`src/rtl/fetch_prefetch_queue.sv`:
```
// Prefetching instruction-fetch front end: owns the PC, keeps imem requests in flight and buffers words in order.
// Build option: define PREFETCH_BYPASS_EN to forward a response straight to decode when the queue is empty.
module fetch_prefetch_queue #(
    parameter int          DEPTH           = 4,
    parameter int          MAX_OUTSTANDING = 2,
    parameter logic [63:0] RESET_PC        = 64'h0
) (
    input  logic        clk,
    input  logic        reset,
    input  logic        branch_taken,
    input  logic [63:0] branch_addr,
    input  logic        stall,
    output logic        imem_req,
    output logic [63:0] imem_addr,
    input  logic        imem_ready,
    input  logic        imem_rvalid,
    input  logic [31:0] imem_rdata,
    output logic        if_valid,
    output logic [63:0] if_pc,
    output logic [31:0] if_instruction
);
    localparam int            PW      = $clog2(DEPTH);
    localparam int            CW      = PW + 1;
    localparam logic [CW:0]   DEPTH_W = (CW+1)'(DEPTH);
    localparam logic [CW-1:0] MAX_W   = CW'(MAX_OUTSTANDING);

    logic [63:0]   pc;
    logic [31:0]   data_q [DEPTH];
    logic [63:0]   tag_q  [DEPTH];
    logic [PW-1:0] head;
    logic [PW-1:0] tail;
    logic [PW-1:0] tag_wptr;
    logic [CW-1:0] count;
    logic [CW-1:0] outstanding;
    logic [CW-1:0] drop_cnt;
    logic [CW:0]   occupancy;
    logic          accept;
    logic          resp_live;
    logic          resp_keep;
    logic          bypass_hit;
    logic          bypass_take;
    logic          push;
    logic          pop;
    logic          queued;

    // Outstanding requests reserve their queue slot up front, so a response always has room.
    assign occupancy = {1'b0, count} + {1'b0, outstanding};
    assign imem_req  = reset && !branch_taken && (outstanding < MAX_W) && (occupancy < DEPTH_W);
    assign imem_addr = pc;
    assign accept    = imem_req && imem_ready;

    assign resp_live = reset && imem_rvalid && (outstanding != '0);
    assign resp_keep = resp_live && !branch_taken && (drop_cnt == '0);
    assign queued    = (count != '0);

`ifdef PREFETCH_BYPASS_EN
    assign bypass_hit = resp_keep && !queued;
`else
    assign bypass_hit = 1'b0;
`endif

    assign bypass_take = bypass_hit && !stall;
    assign push        = resp_keep && !bypass_take;
    assign pop         = queued && !stall && !branch_taken;
    assign tail        = head + count[PW-1:0];

    // Tags and data share the head pointer; a bypassed word still retires its tag.
    assign if_valid       = queued || bypass_hit;
    assign if_pc          = if_valid ? tag_q[head] : '0;
    assign if_instruction = queued ? data_q[head] : (bypass_hit ? imem_rdata : '0);

    always_ff @(posedge clk) begin
        if (!reset) begin
            pc          <= RESET_PC;
            head        <= '0;
            tag_wptr    <= '0;
            count       <= '0;
            outstanding <= '0;
            drop_cnt    <= '0;
        end else begin
            outstanding <= outstanding + CW'(accept) - CW'(resp_live);
            if (branch_taken) begin
                pc       <= branch_addr;
                head     <= '0;
                tag_wptr <= '0;
                count    <= '0;
                drop_cnt <= outstanding - CW'(resp_live);
            end else begin
                if (accept) begin
                    pc       <= pc + 64'd4;
                    tag_wptr <= tag_wptr + PW'(1);
                end
                if (resp_live && (drop_cnt != '0)) begin
                    drop_cnt <= drop_cnt - CW'(1);
                end
                head  <= head + PW'(pop || bypass_take);
                count <= count + CW'(push) - CW'(pop);
            end
        end
    end

    always_ff @(posedge clk) begin
        if (accept) begin
            tag_q[tag_wptr] <= pc;
        end
        if (push) begin
            data_q[tail] <= imem_rdata;
        end
    end
endmodule

```
`config.mk`:
```
export PLATFORM = sky130hd
export DESIGN_NAME = fetch_prefetch_queue
export DESIGN_NICKNAME = d
export VERILOG_FILES = /design/src/rtl/fetch_prefetch_queue.sv
export SDC_FILE = /design/constraint.sdc
export NUM_CORES = 1
export LEC_CHECK = 0
export CAP_MARGIN = 20
export CORE_MARGIN = 1
export CORE_UTILIZATION = 53
export CTS_CLUSTER_DIAMETER = 60
export CTS_CLUSTER_SIZE = 40
export DETAILED_ROUTE_END_ITERATION = 12
export GPL_ROUTABILITY_DRIVEN = 0
export PLACE_DENSITY = 0.73
export SYNTH_ARGS = -nofsm -noshare
export SYNTH_HDL_FRONTEND = slang
export SYNTH_SLANG_ARGS = --single-unit
```
`constraint.sdc`:
```
create_clock -name clk -period 5.3 [get_ports clk]
set_input_delay 1.06 -clock clk [delete_from_list [all_inputs] [get_ports clk]]
set_output_delay 1.06 -clock clk [all_outputs]
set_load 0.05 [all_outputs]
```
==> results by group <==
Clock network
  – CTS tree: yes
  – CTS HTree Levels: 2
  – Number of gates resized after CTS: 0
  – CTS Hold Bufs: 0
  – Worst-Skew Late Latency: 540 ps
  – Setup Fix Bufs, Post-CTS: 0
  – Deepest clock path buffer count: 3
  – Clock root cell: clkbuf_16
  – Clk sink count: 461
  – CTS clk-pin slew, worst paths: 70 ps
  – Cts bufs inserted: 35

Routing
  – Initial drt markers: 1114
  – DR vias/cell: 6.065
  – DR vias: 12.25k
  – Drt wl/cell: 23.86 um
  – 1st-pass router iterations: 7
  – Residual DRC: 0
  – Post-route ant nets: 0
  – Final WL: 48170 um

Critical path
  – Crit path capture type: output port
  – CP Buf/Inv Count: 2
  – Worst EP required: 4240 ps
  – Critical path origin: head[0]
  – Worst path max stage delay: 790 ps
  – CP cell instances: buf_12 -> mux4_2 -> and2_1 -> clkdlybuf4s50_1
  – Reg2reg start: count[0]
  – Kind of critical path: flip-flop to output port
  – Arr. time, crit path: 3170 ps
  – Critical path's slowest cell: dfxtp_4
  – Max FO, Critical Path: 37
  – Top delay family on crit path: buffers and inverters
  – Critical Path Start Type: flip-flop

Synth
  – Syn nets: 1393
  – Mapped Cells: 1271
  – Largest family of logic cells by synthesized area: simple AND/OR/NAND/NOR gates
  – Number of synthesized flops with an enable pin: 384
  – Synth Area per Inst: 15.40 sq um
  – Post-Synth Adder-Cell Area: 0.01355
  – YS warnings: 0
  – Seq cells post-synth: 461
  – Synth Area in Compound Gates: 0.04602
  – Simple-gate share of the synthesized area: 0.1242
  – Netlist cell types: 72
  – Synth Area in XOR/XNOR: 0.008054
  – Top_reg_cell synth: edfxtp_1
  – Post-synthesis mux area share: 0.1177
  – Sequential cell area fraction in the yosys report: 0.6679
  – FFs w/ async S/R, synth: 0
  – Mapped cell area: 19570 sq um

Run status
  – Status: finished, final reports clean

Pwr
  – VDD IR-drop max: 0.0002179 V
  – P_leak: 7.775 nW
  – Pwr dens: 323.8 nW/um^2

Place
  – Placed Area: 22710 sq um
  – Dpl cells: 1952
  – Worst slack, placed: 1574 ps
  – I/O Buffers: 263
  – DP HPWL: 30260 um

Cells and area
  – Final net count: 1645
  – Finished Cell Area: 24000 sq um
  – Fillers: 2569
  – Layout area overhead: 22.60%
  – Share of cells above drive strength 1: 0.1376
  – Non-Filler Instances: 2019

Min path
  – HP Start: tag_wptr[1]
  – HP Class: flip-flop to flip-flop

STA
  – Final Hold Fails: 0
  – Unrepaired setup endpoints after global routing: no
  – Hold_ws: 506.0 ps
  – Slew Viols, Final: 0
  – Final period util: 0.7975
  – Worst setup margin: 1073 ps
  – TNS Setup: 0 ps
  – Slew @ Worst Pin: 1136 ps
  – Final min period: 4227 ps
  – Max_slew headroom: 0.2356
  – Setup Viol. Count Final: 0
  – Setup Skew: 32.67 ps
  – F_max: 236.6 MHz

Floorplan
  – Die area: 37700 sq um
  – Io pins: 264
  – Core Area: 36430 sq um
  – Num rows: 70
  – Die Y-Extent: 194.2 um
  – Die width: 194.2 um
  – Starting Density: 0.5372

Global routing
  – First-pass GRT wire length: 72840 um
  – Largest net degree at the start of global routing: 65
  – Gr ovfl total: 0
  – Vias in the first global route: 11.94k
  – Initial antenna violation count: 4
  – GRT Util Overall: 0.2552

Job
  – MaxCap Viol Count: 0
==> state kept, by name (all words and copies together) (netlist names) <==
signal       cells
outstanding      3
data_q         128
tag_wptr         2
head             2
count            3
drop_cnt         3
imem_addr       64
tag_q          256
==> layout by cell type (no fill, tap or decap), types with 37 or more instances in the layout <==
cell type / n
edfxtp_1: 384
clkdlybuf4s50_1: 261
and2_1: 109
mux4_2: 96
nand2_1: 83
dfxtp_1: 75
nor2_1: 44
nand3_1: 42
nand4_1: 40
a21oi_1: 37
clkbuf_16: 37
==> path summary, 6_finish.rpt <==
path / end / depth (start not counted) / slack, ps
worst min-delay path: tag_wptr[1] / 2 / 510
worst min register to register: tag_wptr[1] / 2 / 510
worst max register to register: count[2] / 10 / 2080
worst max-delay path: if_pc[47] / 4 / 1070
==> area by class of cell <==
class	instances	area, sq um	share of cell area
Antenna cell	3	7.507	0.0003128
Clock buffer	38	929.6	0.03874
Clock inverter	24	297.8	0.01241
Inverter	29	121.4	0.005057
Multi-Input combinational cell	709	6096	0.2540
Sequential cell	461	13080	0.5450
Tap cell	468	585.6	0.02440
Timing Repair Buffer	287	2880	0.1200
==> stage by stage <==
| step | total power [mW] | util |
|---|---|---|
| global route | 7.998 | 0.6587 |
| CTS | 7.813 | 0.6569 |
| finish | 7.771 | 0.6587 |
| detailed placement | 5.033 | 0.6232 |
| floorplan | 4.691 | - |
| global placement | 5.015 | 0.6232 |
==> worst min-delay path, delay by kind of cell, from the launching register on <==
| kind | cells | cell delay [ps] |
|---|---|---|
| DFF | 1 | 340 |
| and+or+nand+nor | 1 | 60 |
| AOI/OAI and AO/OA | 1 | 50 |
==> layer usage <==
metal,vias up,global-route usage,part of all wire
met5,-,0,0.00027
met2,564,0.4010,0.47
li1,5473,-,-
met1,6154,0.3736,0.43
met3,53,0.04157,0.083
met4,2,0.06673,0.016
==> power by group <==
part | switching [mW] | internal [mW]
clock network | 1.30 | 1.51
logic | 0.476 | 0.306
registers | 0.137 | 4.04
total | 1.92 | 5.85
==> synthesized netlist by cell type (all sizes together), types with 7 or more instances <==
cell type	count	area (sq um)
a21oi	37	185.2
a22oi	7	52.55
a31oi	18	112.6
and2	113	706.9
and3	18	116.4
buf	22	133.9
clkbuf	50	187.7
dfxtp	77	1541
edfxtp	384	11530
ha	18	225.2
inv	28	105.1
mux2i	7	70.07
mux4	96	2162
nand2	83	311.6
nand3	44	237.7
nand4	46	342.8
nor2	45	168.9
nor3	17	85.08
nor4	14	132.6
o211ai	9	67.56
o21ai	26	130.1
or4	12	90.09
xnor2	10	87.58
xor2	8	70.07
==> kinds of logic after synthesis <==
family,count (synthesis)
AND/OR/NAND/NOR,423
XOR/XNOR,18
buffers and inverters,101
flip-flops,461
multiplexers,109
adder cells (fa/ha/maj),20
AO/OA/AOI/OAI,139
Power figures use the tool's default switching activity.
